`config.mk`:
```
export PLATFORM = sky130hd
export DESIGN_NAME = line_track_controller
export DESIGN_NICKNAME = d
export VERILOG_FILES = /design/src/rtl/line_track_controller.sv
export SDC_FILE = /design/constraint.sdc
export NUM_CORES = 1
export LEC_CHECK = 0
export ABC_AREA = 1
export BUFFER_PORTS_ARGS = -buffer_cell sky130_fd_sc_hd__clkbuf_2
export CAP_MARGIN = 20
export CORE_ASPECT_RATIO = 0.5
export CORE_MARGIN = 5
export CORE_UTILIZATION = 55
export DETAILED_ROUTE_END_ITERATION = 8
export PLACE_DENSITY_LB_ADDON = 0.3
export SLEW_MARGIN = 5
export SYNTH_ARGS = -nofsm -noshare
export SYNTH_HDL_FRONTEND = slang
export SYNTH_SLANG_ARGS = --single-unit
```
`constraint.sdc`:
```
create_clock -name clk -period 2.7 [get_ports clk]
set_input_delay 0.135 -clock clk [delete_from_list [all_inputs] [get_ports clk]]
set_output_delay 0.135 -clock clk [all_outputs]
set_load 0.005 [all_outputs]
```
`src/rtl/line_track_controller.sv`:
```
// Line-follower motor sequencer: sensor sync/debounce, track/search/fault FSM,
// and an H-bridge output stage with dead time on every direction change.
module line_track_controller #(
  parameter int CLK_HZ       = 100_000_000,
  parameter int DEBOUNCE_CYC = 1000,
  parameter int LEFT_MS      = 2000,
  parameter int RIGHT_MS     = 4000,
  parameter int DEAD_CYC     = 1000
) (
  input  logic       clk,
  input  logic       rst_n,
  input  logic [2:0] IPS,
  input  logic       sw_ON,
  input  logic       speed,
  output logic [3:0] IN,
  output logic [1:0] EN,
  output logic [2:0] state,
  output logic       fault
);
  localparam int PRE   = CLK_HZ / 1000;
  localparam int PW    = $clog2(PRE + 1);
  localparam int MAXMS = (LEFT_MS > RIGHT_MS) ? LEFT_MS : RIGHT_MS;
  localparam int MW    = $clog2(MAXMS + 1);
  localparam int BW    = $clog2(DEBOUNCE_CYC + 1);
  localparam int DW    = $clog2(DEAD_CYC + 1);

  localparam logic [3:0] CMD_FWD  = 4'b1001;
  localparam logic [3:0] CMD_LEFT = 4'b1010;
  localparam logic [3:0] CMD_RGT  = 4'b0101;
  localparam logic [3:0] CMD_STOP = 4'b0000;

  typedef enum logic [2:0] {
    IDLE = 3'd0, TRACK = 3'd1, SEARCH_L = 3'd2, SEARCH_R = 3'd3, FAULT = 3'd4
  } state_t;

  state_t          state_q, state_d;
  logic [2:0]      ips_s1, ips_s2, ips_prev, filt_ips;
  logic            sw_s1, sw_s2;
  logic [BW-1:0]   deb_cnt;
  logic [PW-1:0]   pre;
  logic [MW-1:0]   ms;
  logic            ms_tick, left_done, right_done, lost, in_search;
  logic [3:0]      line_cmd, cmd, cmd_q;
  logic            dead;
  logic [DW-1:0]   dead_cnt;

  // Sync flops for the active-low sensors idle at "no line" so reset can't fake a hit
  always_ff @(posedge clk or negedge rst_n) begin
    if (!rst_n) begin
      ips_s1   <= 3'b111;
      ips_s2   <= 3'b111;
      ips_prev <= 3'b111;
      filt_ips <= 3'b111;
      deb_cnt  <= '0;
      sw_s1    <= 1'b0;
      sw_s2    <= 1'b0;
    end else begin
      ips_s1   <= IPS;
      ips_s2   <= ips_s1;
      ips_prev <= ips_s2;
      sw_s1    <= sw_ON;
      sw_s2    <= sw_s1;
      if (ips_s2 != ips_prev)
        deb_cnt <= '0;
      else if (deb_cnt == BW'(DEBOUNCE_CYC - 1))
        filt_ips <= ips_s2;
      else
        deb_cnt <= deb_cnt + 1'b1;
    end
  end

  assign lost      = (filt_ips == 3'b111);
  assign in_search = (state_q == SEARCH_L) || (state_q == SEARCH_R);
  assign ms_tick   = (pre == PW'(PRE - 1));
  assign left_done  = ms_tick && (ms == MW'(LEFT_MS - 1));
  assign right_done = ms_tick && (ms == MW'(RIGHT_MS - 1));

  always_comb begin
    line_cmd = CMD_STOP;
    if (!filt_ips[1])      line_cmd = CMD_FWD;
    else if (!filt_ips[2]) line_cmd = CMD_LEFT;
    else if (!filt_ips[0]) line_cmd = CMD_RGT;
  end

  // Command follows the next state so the output stage updates on the same edge as the FSM
  always_comb begin
    state_d = state_q;
    cmd     = CMD_STOP;
    case (state_q)
      IDLE:     if (sw_s2) state_d = TRACK;
      TRACK:    if (lost) state_d = SEARCH_L;
      SEARCH_L: if (!lost) state_d = TRACK; else if (left_done) state_d = SEARCH_R;
      SEARCH_R: if (!lost) state_d = TRACK; else if (right_done) state_d = FAULT;
      FAULT:    state_d = FAULT;
      default:  state_d = IDLE;
    endcase
    if (!sw_s2) state_d = IDLE;
    case (state_d)
      TRACK:    cmd = line_cmd;
      SEARCH_L: cmd = CMD_LEFT;
      SEARCH_R: cmd = CMD_RGT;
      default:  cmd = CMD_STOP;
    endcase
  end

  always_ff @(posedge clk or negedge rst_n) begin
    if (!rst_n) begin
      state_q <= IDLE;
      pre     <= '0;
      ms      <= '0;
    end else begin
      state_q <= state_d;
      if (!in_search || state_d != state_q) begin
        pre <= '0;
        ms  <= '0;
      end else if (ms_tick) begin
        pre <= '0;
        ms  <= ms + 1'b1;
      end else begin
        pre <= pre + 1'b1;
      end
    end
  end

  // Nonzero command changes pass through DEAD_CYC cycles of all-off; stop is immediate
  always_ff @(posedge clk or negedge rst_n) begin
    if (!rst_n) begin
      cmd_q    <= CMD_STOP;
      IN       <= CMD_STOP;
      dead     <= 1'b0;
      dead_cnt <= '0;
    end else if (cmd != cmd_q) begin
      cmd_q    <= cmd;
      IN       <= CMD_STOP;
      dead     <= (cmd != CMD_STOP);
      dead_cnt <= '0;
    end else if (dead) begin
      if (dead_cnt == DW'(DEAD_CYC - 1)) begin
        dead <= 1'b0;
        IN   <= cmd_q;
      end else begin
        dead_cnt <= dead_cnt + 1'b1;
      end
    end
  end

  assign EN    = (IN != CMD_STOP) ? {2{speed}} : 2'b00;
  assign state = state_q;
  assign fault = (state_q == FAULT);
endmodule

```
==> results.md, run 1 <==
- Syn Area/Cell: 8.70 µm²
- Post-route cell area: 4400 µm²
- Worst vdd ir: 0.296 mV
- Die width: 129 µm
- Clock slew at reported path FFs: 0.06 ns
- Setup Total Neg Slack: 0 ns
- Worst Path Arrival: 2.68 ns
- RSZ-0062 raised after global routing: no
- Core Rows: 21
- CP Class: reg2reg
- Register area share after synthesis: 48.7%
- Initial Utilization: 57.3%
- Most frequent cells in the layout: nand2_1, nor2_1, dfrtp_1
- TritonCTS Sinks: 75
- Root Driver: clkbuf_16
- Share of cells above drive strength 1: 19.1%
- CTS max path bufs: 2
- Pleak: 1.89 nW
- Gate Count Post-Synth: roughly 450
- Core area: 6780 µm²
- GRT Total Usage: 17.5%
- Asr flop ratio synth: between 90% and 100%
- Synth warnings: 0
- Final setup fails: 0
- Initial antenna violation count: 0
- Minimum clock period: 2.47 ns
- Full die area: 8950 µm²
- Reg2reg setup slack: roughly 0.23 ns
- CTS tree: built
- Worst setup SP type: register
- Worst Clk Skew: slightly below 0.006 ns
- CP Max Fanout: 5
- Final Cycle Share: 91.6%
- Io pins: 17
- WL per Instance: 12.2 µm
- Final Max Slew Viols: 0
- Die H: 69.5 µm
- PD cells: 529 nW/µm²
- Status: complete, no violations
- Routed Antenna Nets: 0
- Dpl hpwl: between 4000 and 5000 µm
- Worst EP required: 2.91 ns
- Post-DP Area: roughly 4100 µm²
- Largest net degree at the start of global routing: 76
- Gpl congestion: 0.834
- Nets: 487
- Synthesized flop and latch total: between 70 and 80
- Class of the worst hold path: reg2reg
- Worst rel slew slack: 39.1%
- Most common cell after layout, fill and taps aside: nand2_1
- Port buffer count: 16
- Measured slew at the worst slew-check pin: 0.914 ns
- Max Clk Rate: just over 400 MHz
- Routed WL: about 7000 µm
- Max-cap violations: 0
- Antenna diodes: 0
- Finished Layout Cells: 573
- Syn Std Cell Area: 3890 µm²
- Via density: 4.99
- Clock Latency Late Sink: ~0.33 ns
- Starting DRT DRC Count: 161
- Post-synth EDFFs: 0
- Vias in the first global route: 2,808
- Drt pass-1 iters: 5
- H-tree level count: 3
- Syn nets: 458
- CP endpoint kind: register
- # DRC: 0
- Synth unique cells: 46
- First-pass GRT wire length: roughly 13,000 µm
- Endpoints failing hold: 0
- Main synth FF type: dfrtp_1
- Num CTS Buffers: 9
- Area Overhead vs Synth: 13.2%
- Dpl cells: 552
- DR vias: 2,857
- Remaining Overflow, GRT: 0
## final cells by class
cell class,instances,area [µm²]
Inverter,63,236
Tap cell,92,115
Clock buffer,10,229
Sequential cell,75,1890
Clock inverter,6,42.5
Multi-Input combinational cell,303,1730
Fill cell,541,2380
Timing Repair Buffer,24,155
## synthesized netlist by cell type (all sizes together) (2+ instances only)
library cell  instances  area share [%]
a211oi                2            0.39
a21boi                2            0.39
a21oi                11             1.9
buf                   5             1.0
dfrtp                63              41
dfstp                12             8.1
ha                    4             1.3
inv                  63             6.1
mux2                  3            0.87
nand2                79             8.4
nand3                32             5.5
nand4                23             3.7
nor2                 78             8.9
nor3                 17             2.4
nor3b                 5            0.97
nor4                  5            0.97
o21ai                 7            0.90
o21bai                2            0.48
or2                   3            0.48
xnor2                 8             1.8
xor2                 15             3.4
## path summary, 6_finish.rpt
kind                              from           to  cells past startpoint
worst max-delay path            pre[0]        ms[9]                     15
worst min-delay path             sw_s1        sw_s2                      0
worst max register to register  pre[0]        ms[9]                     15
worst min register to register   sw_s1        sw_s2                      0
max in group asynchronous        rst_n  dead_cnt[7]                      2
min in group asynchronous        rst_n       pre[7]                      2
## through the flow
| stage | hold WS [ns] | utilization (%) | setup slack [ns] | power, mW |
|---|---|---|---|---|
| final | 0.347 | 64.9 | 0.228 | 2.33 |
| after global routing | 0.362 | 64.9 | 0.0226 | 2.44 |
| after global placement | 0.222 | 59.9 | 0.336 | 1.26 |
| after CTS | 0.349 | 64.7 | 0.211 | 2.36 |
| after detailed placement | 0.224 | 59.9 | 0.225 | 1.26 |
| after floorplan | -0.161 | - | 0.583 | 1.23 |
## state kept, by name, summed over array words and instances (netlist names)
register and count:
cmd_q 4, ips_s1 3, pre 17, sw_s2 1, dead 1, ms 12, state 3, dead_cnt 10
filt_ips 3, IN 4, sw_s1 1, deb_cnt 10, ips_prev 3, ips_s2 3
## power by group
| group | total (mW) | leakage, nW | switching [mW] | internal, mW |
|---|---|---|---|---|
| Clock | 1.08 | 0.128 | 0.459 | 0.621 |
| Sequential | 1.16 | 0.990 | 0.0144 | 1.15 |
| Combinational | 0.0875 | 0.776 | 0.0603 | 0.0272 |
## critical path: stages (launching register included)
cell and delay [ns]:
dfrtp_1 0.37, ha_1 0.17, nand2_1 0.07, nor2_1 0.20
nand3b_1 0.13, nor2_2 0.14, buf_4 0.15, inv_1 0.07
nor3_1 0.24, nand2_1 0.09, inv_1 0.09, nand3_1 0.08
nor3_1 0.23, nand2_1 0.10, xor2_1 0.14, nor2_1 0.05
## layer usage
| metal | up-vias | GRT usage, % | routed length, µm |
|---|---|---|---|
| li1 | 1514 | - | - |
| met1 | 1308 | 22.7 | 3450 |
| met2 | 30 | 27.6 | 3270 |
| met3 | 5 | 6.15 | 212 |
| met4 | 0 | 5.70 | 59 |
| met5 | - | 0 | 0 |
## cells by family after synthesis
family / Yosys count / synth area share, %
AND/OR/NAND/NOR: 245 / 31.9
AO/OA/AOI/OAI: 28 / 4.86
adder cells (fa/ha/maj): 4 / 1.29
flip-flops: 75 / 48.7
XOR/XNOR: 23 / 5.18
multiplexers: 3 / 0.869
buffers and inverters: 69 / 7.21
## timing repair
item | in CTS | in global routing
buffers inserted | 0 | 0
gates resized for setup | 0 | 2
hold buffers | 5 | 0
hold endpoints to repair | 67 | 0
endpoints found under the setup margin | 0 | 7
Note: power is estimated with default switching activity, not from simulation.
==> inputs of run 2 (changes only) <==
--- a/config.mk
+++ b/config.mk
@@ -6,13 +6,15 @@
 export NUM_CORES = 1
 export LEC_CHECK = 0
 export ABC_AREA = 1
+export ABC_CLOCK_PERIOD_IN_PS = 2700
 export BUFFER_PORTS_ARGS = -buffer_cell sky130_fd_sc_hd__clkbuf_2
 export CAP_MARGIN = 20
 export CORE_ASPECT_RATIO = 0.5
 export CORE_MARGIN = 5
-export CORE_UTILIZATION = 55
+export CORE_UTILIZATION = 60
 export DETAILED_ROUTE_END_ITERATION = 8
 export PLACE_DENSITY_LB_ADDON = 0.3
+export REMOVE_ABC_BUFFERS = 1
 export SLEW_MARGIN = 5
 export SYNTH_ARGS = -nofsm -noshare
 export SYNTH_HDL_FRONTEND = slang
==> run 2 against run 1 <==
Combinational power down 2%; non-clock buffer count decreased by 1; worst hold slack improved by 0.0026 ns; first-iteration DRC count increased by 45%; critical path type unchanged; global-route usage rose by 2.1 points; via count increased by 2.0%.
==> results.md, run 2 (synthesis gave the netlist of run 1 again) <==
- Core Rows: 20
- Worst EP required: a little under 3 ns
- TritonCTS Sinks: between 70 and 80
- Sw Share: between 20% and 30%
- Reg2reg setup slack: roughly 0.30 ns
- Most common cell after layout, fill and taps aside: nand2_1
- RR Startpoint: pre[0]
- Area Overhead vs Synth: 12.9%
- CP endpoint kind: register
- Starting DRT DRC Count: between 200 and 250
- Max-cap violations: 0
- CTS tree: built
- Remaining Overflow, GRT: 0
- H-tree level count: 3
- Worst path depth: 13
- Class of the worst hold path: reg2reg
- Clock Latency Late Sink: 0.34 ns
- Worst rel slew slack: approximately 40%
- Final setup fails: 0
- Critical path's slowest cell: dfrtp_1
- Routed Antenna Nets: 0
- Critical path, cell by cell: ha_1, nand2_1, nor2_2, nand3b_1, nor2_2, nand3_2, nand2_2, nand3_4, nand2_2, xor2_1, nand4_1, buf_4, nor3b_1
- Nets: 486
- CP Class: reg2reg
- Routed WL: 6850 µm
- Worst setup SP type: register
- DR vias: between 2,000 and 3,000
- Crit path from: pre[0]
- Biggest regs: pre x17, ms x12
- Initial Utilization: 62.9%
- Core area: about 6200 µm²
- Sw Pwr: 566 µW
- Max Clk Rate: 417 MHz
- Crit path max-delay family: simple AND/OR/NAND/NOR gates
- Clock share of power: 47.5%
- CTS max path bufs: 2
- RSZ-0062 raised after global routing: no
- Logic pwr share: 3.6%
- CP max stage delay: between 0.3 and 0.4 ns
- CP bufs+invs: 1
- Endpoints failing hold: 0
- Root Driver: clkbuf_16
- GRT Total Usage: 19.7%
- Clock slew at reported path FFs: approximately 0.06 ns
- Largest net degree at the start of global routing: 76
- Measured slew at the worst slew-check pin: roughly 0.9 ns
- CP endpoint: pre[7]
- Pre-CTS setup slack: 0.204 ns
- PD cells: roughly 540 nW/µm²
- First-pass GRT wire length: 12,500 µm
- Vias in the first global route: 2,913
- Final Max Slew Viols: 0
- Die width: 124 µm
- Full die area: 8290 µm²
- Pleak: 1.90 nW
- Share of cells above drive strength 1: 19.2%
- Most frequent cells in the layout: nand2_1, nor2_1, dfrtp_1
- Worst Path Arrival: 2.65 ns
- Status: complete, no violations
- # DRC: 0
- Setup Total Neg Slack: 0 ns
- Die H: 66.9 µm
- Initial antenna violation count: 0
- Final hold slack: 0.350 ns
- Port buffer count: 16
- Num CTS Buffers: 9
- Post CTS Setup Buffer Count: 0
- Most flop-heavy register: pre
- Gpl congestion: 0.817
- Fin worst setup slack: 0.301 ns
- R2r worst-path depth: 13
- Worst vdd ir: 0.439 mV
- WL per Instance: 12.1 µm
- Worst Clk Skew: 0.00703 ns
- Via density: about 5
- Antenna diodes: 0
- Drt pass-1 iters: 6
- Final Cycle Share: between 80% and 90%
- Minimum clock period: 2.40 ns
- Largest register FFs: 17
- Int Power: 1.81 mW
- CP Max Fanout: 11
- Register share of total power: 48.8%
- Io pins: 17
- Dpl hpwl: 4780 µm
- R2r endpoint: pre[7]
[run 2: power groups by stage]
stage | sequential [mW] | combinational, mW | clock, mW
final | 1.16 | 0.0857 | 1.13
after global routing | 1.16 | 0.0993 | 1.22
after CTS | 1.16 | 0.0879 | 1.16
after detailed placement | 1.18 | 0.0812 | 0
after global placement | 1.18 | 0.0798 | 0
after floorplan | 1.18 | 0.0452 | 0
[run 2: final cells by class]
class / instances / area, µm²
repair buffers: 23 / 148
clock buffers: 9 / 225
inverters: 63 / 236
multi-input cells: 303 / 1720
flip-flops and latches: 75 / 1890
well taps: 88 / 110
clock inverters: 7 / 60.1
fillers: 476 / 1790
[run 2: worst min-delay path by stage]
stage / startpoint / end / slack, ns / depth (start not counted)
6_report: sw_s1 / sw_s2 / 0.35 / 0
5_1_grt: ips_s1[2] / ips_s2[2] / 0.36 / 0
4_1_cts: sw_s1 / sw_s2 / 0.35 / 0
3_5_place_dp: IPS[2] / ips_s1[2] / 0.22 / 1
3_3_place_gp: IPS[1] / ips_s1[1] / 0.22 / 1
2_1_floorplan: rst_n / IN[0] / -0.16 / 0
[run 2: metal layers]
metal | routed length [µm] | global-route usage [%] | share of wire, %
met3 | 235 | 7.12 | 3.4
met4 | 68 | 6.21 | 0.99
met5 | 0 | 0 | 0
met1 | 3290 | 24.0 | 48
met2 | 3260 | 32.7 | 48
[run 2: through the flow]
| stage | util, % | instance area (µm²) | power (mW) | instances |
|---|---|---|---|---|
| CTS | 71.0 | 4390 | 2.41 | 568 |
| finish | 71.0 | 4390 | 2.37 | 568 |
| floorplan | - | 3840 | 1.22 | 441 |
| detailed placement | 65.5 | 4050 | 1.26 | 547 |
| global placement | 65.5 | 4050 | 1.26 | 547 |
| global route | 71.0 | 4390 | 2.48 | 568 |
[run 2: timing repair]
item / in CTS / in global routing
hold buffers: 5 / 0
gates resized for setup: 0 / 1
setup endpoints to repair: 0 / 4
endpoints found under the hold margin: 67 / 0
[run 2: worst register-to-register path, cell delays in order (launching register included)]
cell and delay, ns:
dfrtp_1 0.37, ha_1 0.18, nand2_1 0.08, nor2_2 0.15, nand3b_1 0.11, nor2_2 0.21, nand3_2 0.12, nand2_2 0.10
nand3_4 0.12, nand2_2 0.12, xor2_1 0.26, nand4_1 0.12, buf_4 0.19, nor3b_1 0.19
==> inputs of run 3 (changes only) <==
--- a/config.mk
+++ b/config.mk
@@ -6,7 +6,7 @@
 export NUM_CORES = 1
 export LEC_CHECK = 0
 export ABC_AREA = 1
-export ABC_CLOCK_PERIOD_IN_PS = 2700
+export ABC_CLOCK_PERIOD_IN_PS = 2300
 export BUFFER_PORTS_ARGS = -buffer_cell sky130_fd_sc_hd__clkbuf_2
 export CAP_MARGIN = 20
 export CORE_ASPECT_RATIO = 0.5
==> constraint.sdc (replaced) <==
create_clock -name clk -period 2.3 [get_ports clk]
set_input_delay 0.115 -clock clk [delete_from_list [all_inputs] [get_ports clk]]
set_output_delay 0.115 -clock clk [all_outputs]
set_load 0.005 [all_outputs]
==> run 3 against run 2 <==
Critical path depth rose by 3; clock power rose by 35%; non-clock buffer count rose by 21; largest cell class unchanged; clock skew fell by 0.0040 ns; setup slack got worse by 0.26 ns; global-route usage rose by 1.0 points; total power rose by 27%; worst hold slack got worse by 0.015 ns; maximum frequency rose by 6.4%.
==> results.md, run 3 (synthesis gave the netlist of run 1 again) <==
- Most flop-heavy register: pre
- TritonCTS Sinks: 75
- Finished Core Util: between 70 and 80%
- Starting DRT DRC Count: 175
- Highest Signal Layer: met4
- Largest net degree at the start of global routing: 76
- Final setup fails: 0
- Max-cap violations: 0
- PD cells: 630 nW/µm²
- R2r worst-path depth: 16
- Met1 Wirelength: roughly 3500 µm
- Endpoints failing hold: 0
- Num CTS Buffers: 9
- CP max stage delay: between 0.3 and 0.4 ns
- RR Startpoint: pre[0]
- DR vias: 3,074
- Antenna diodes: 0
- Clock slew at reported path FFs: ~0.060 ns
- Routed wl met3: 264 µm
- Worst rel slew slack: between 60% and 70%
- Met2 Routed Length: 3920 µm
- Core area: 6180 µm²
- Biggest regs: pre x17, ms x12
- Minimum clock period: 2.25 ns
- Fin worst setup slack: 0.0452 ns
- CP Class: reg2reg
- Pre-CTS setup slack: -0.0385 ns
- Share of cells above drive strength 1: 27.5%
- CTS max path bufs: 2
- # DRC: 0
- Die width: 124 µm
- Critical path, cell by cell: ha_2, nand2_2, nor2_4, nand3b_1, nor2_4, nand3_2, nand2_2, nand3_4, nand3_4, nand2_2, nand2_2, nand2_4, nor2_8, buf_4, nand4_1, nand2_1
- Crit-path most repeated cell: nand2_2
- Pleak: 2.07 nW
- Worst Clk Skew: 0.00307 ns
- Largest register FFs: 17
- Finished Layout Cells: 590
- Most frequent cells in the layout: dfrtp_1, nand2_1, nor2_1
- Root Driver: clkbuf_16
- RSZ-0062 raised after global routing: yes
- Status: complete, no violations
- Class of the worst hold path: in2async
- CP Max Fanout: 7
- Via density: approximately 5.2
- Initial antenna violation count: 0
- Reg2reg setup slack: about 0.045 ns
- First-pass GRT wire length: 13,100 µm
- CP bufs+invs: 1
- Clock Latency Late Sink: about 0.33 ns
- Area Overhead vs Synth: 22.7%
- GRT Total Usage: 20.7%
- Routed WL: 7790 µm
- Full die area: 8290 µm²
- Critical path's slowest cell: dfrtp_1
- Crit path max-delay family: simple AND/OR/NAND/NOR gates
- Die H: roughly 67 µm
- FILL cells: 422
- Dpl hpwl: 4930 µm
- Remaining Overflow, GRT: 0
- Worst EP required: roughly 2.6 ns
- Measured slew at the worst slew-check pin: 0.475 ns
- Nets: between 500 and 600
- Final Cycle Share: around 100%
- Worst setup SP type: register
- Gpl congestion: 0.895
- Worst Path Arrival: 2.53 ns
- Io pins: 17
- Port buffer count: 16
- Worst vdd ir: 0.483 mV
- Core Rows: 20
- Routed Antenna Nets: 0
- Dpl cells: 559
- Max Clk Rate: 444 MHz
- H-tree level count: 3
- Final Power: ~3.0 mW
- CTS tree: built
- Vias in the first global route: 2,927
- Drt pass-1 iters: 4
- R2r endpoint: IN[1]
- WL per Instance: ~13 µm
- CP endpoint kind: register
- Initial Utilization: 62.9%
- Final Max Slew Viols: 0
- Final hold slack: 0.334 ns
## run 3: where the power goes
group / internal [mW] / switching (mW)
Clock: 1.00 / 0.519
Combinational: 0.0469 / 0.0783
Sequential: 1.35 / 0.0144
Total: 2.39 / 0.612
## run 3: final cells by class
type | instances | area, µm² | share of cell area [%]
repair buffers | 44 | 338 | 7.08
flip-flops and latches | 75 | 1890 | 39.7
multi-input cells | 304 | 1860 | 39.1
clock buffers | 11 | 253 | 5.30
clock inverters | 5 | 75.1 | 1.57
well taps | 88 | 110 | 2.31
inverters | 63 | 236 | 4.96
## run 3: through the flow
step                TNS (ns)  area [µm²]
global placement           0        4170
CTS                        0        4560
floorplan                  0        3840
global route           -1.60        4770
detailed placement    -0.208        4170
finish                     0        4770
## run 3: worst min-delay path: cells and delay by family
kind	cells	cell delay, ns
buffers and inverters	3	0.96
## run 3: worst max-delay path by stage
stage	startpoint	to	slack, ns	cells past startpoint
2_1_floorplan	pre[0]	pre[7]	0.07	12
3_3_place_gp	ms[1]	pre[7]	0.06	13
3_5_place_dp	pre[0]	pre[4]	-0.04	13
4_1_cts	pre[0]	dead	0.006	14
5_1_grt	pre[12]	dead_cnt[0]	-0.15	16
6_report	pre[0]	IN[1]	0.05	16
## run 3: repair_timing
item                                    4_1_cts  5_1_grt
gates cloned                                  0        1
endpoints found under the hold margin        67        0
resized for setup                             4       35
buffers inserted                              0        9
hold buffers                                  5        0
pin swaps                                     1       20
endpoints found under the setup margin       10       44
## run 3: layer usage
metal | track usage [%] | vias to the layer above
met1 | 24.3 | 1469
met2 | 35.4 | 44
li1 | - | 1548
met4 | 8.28 | 0
met3 | 6.45 | 13
met5 | 0 | -
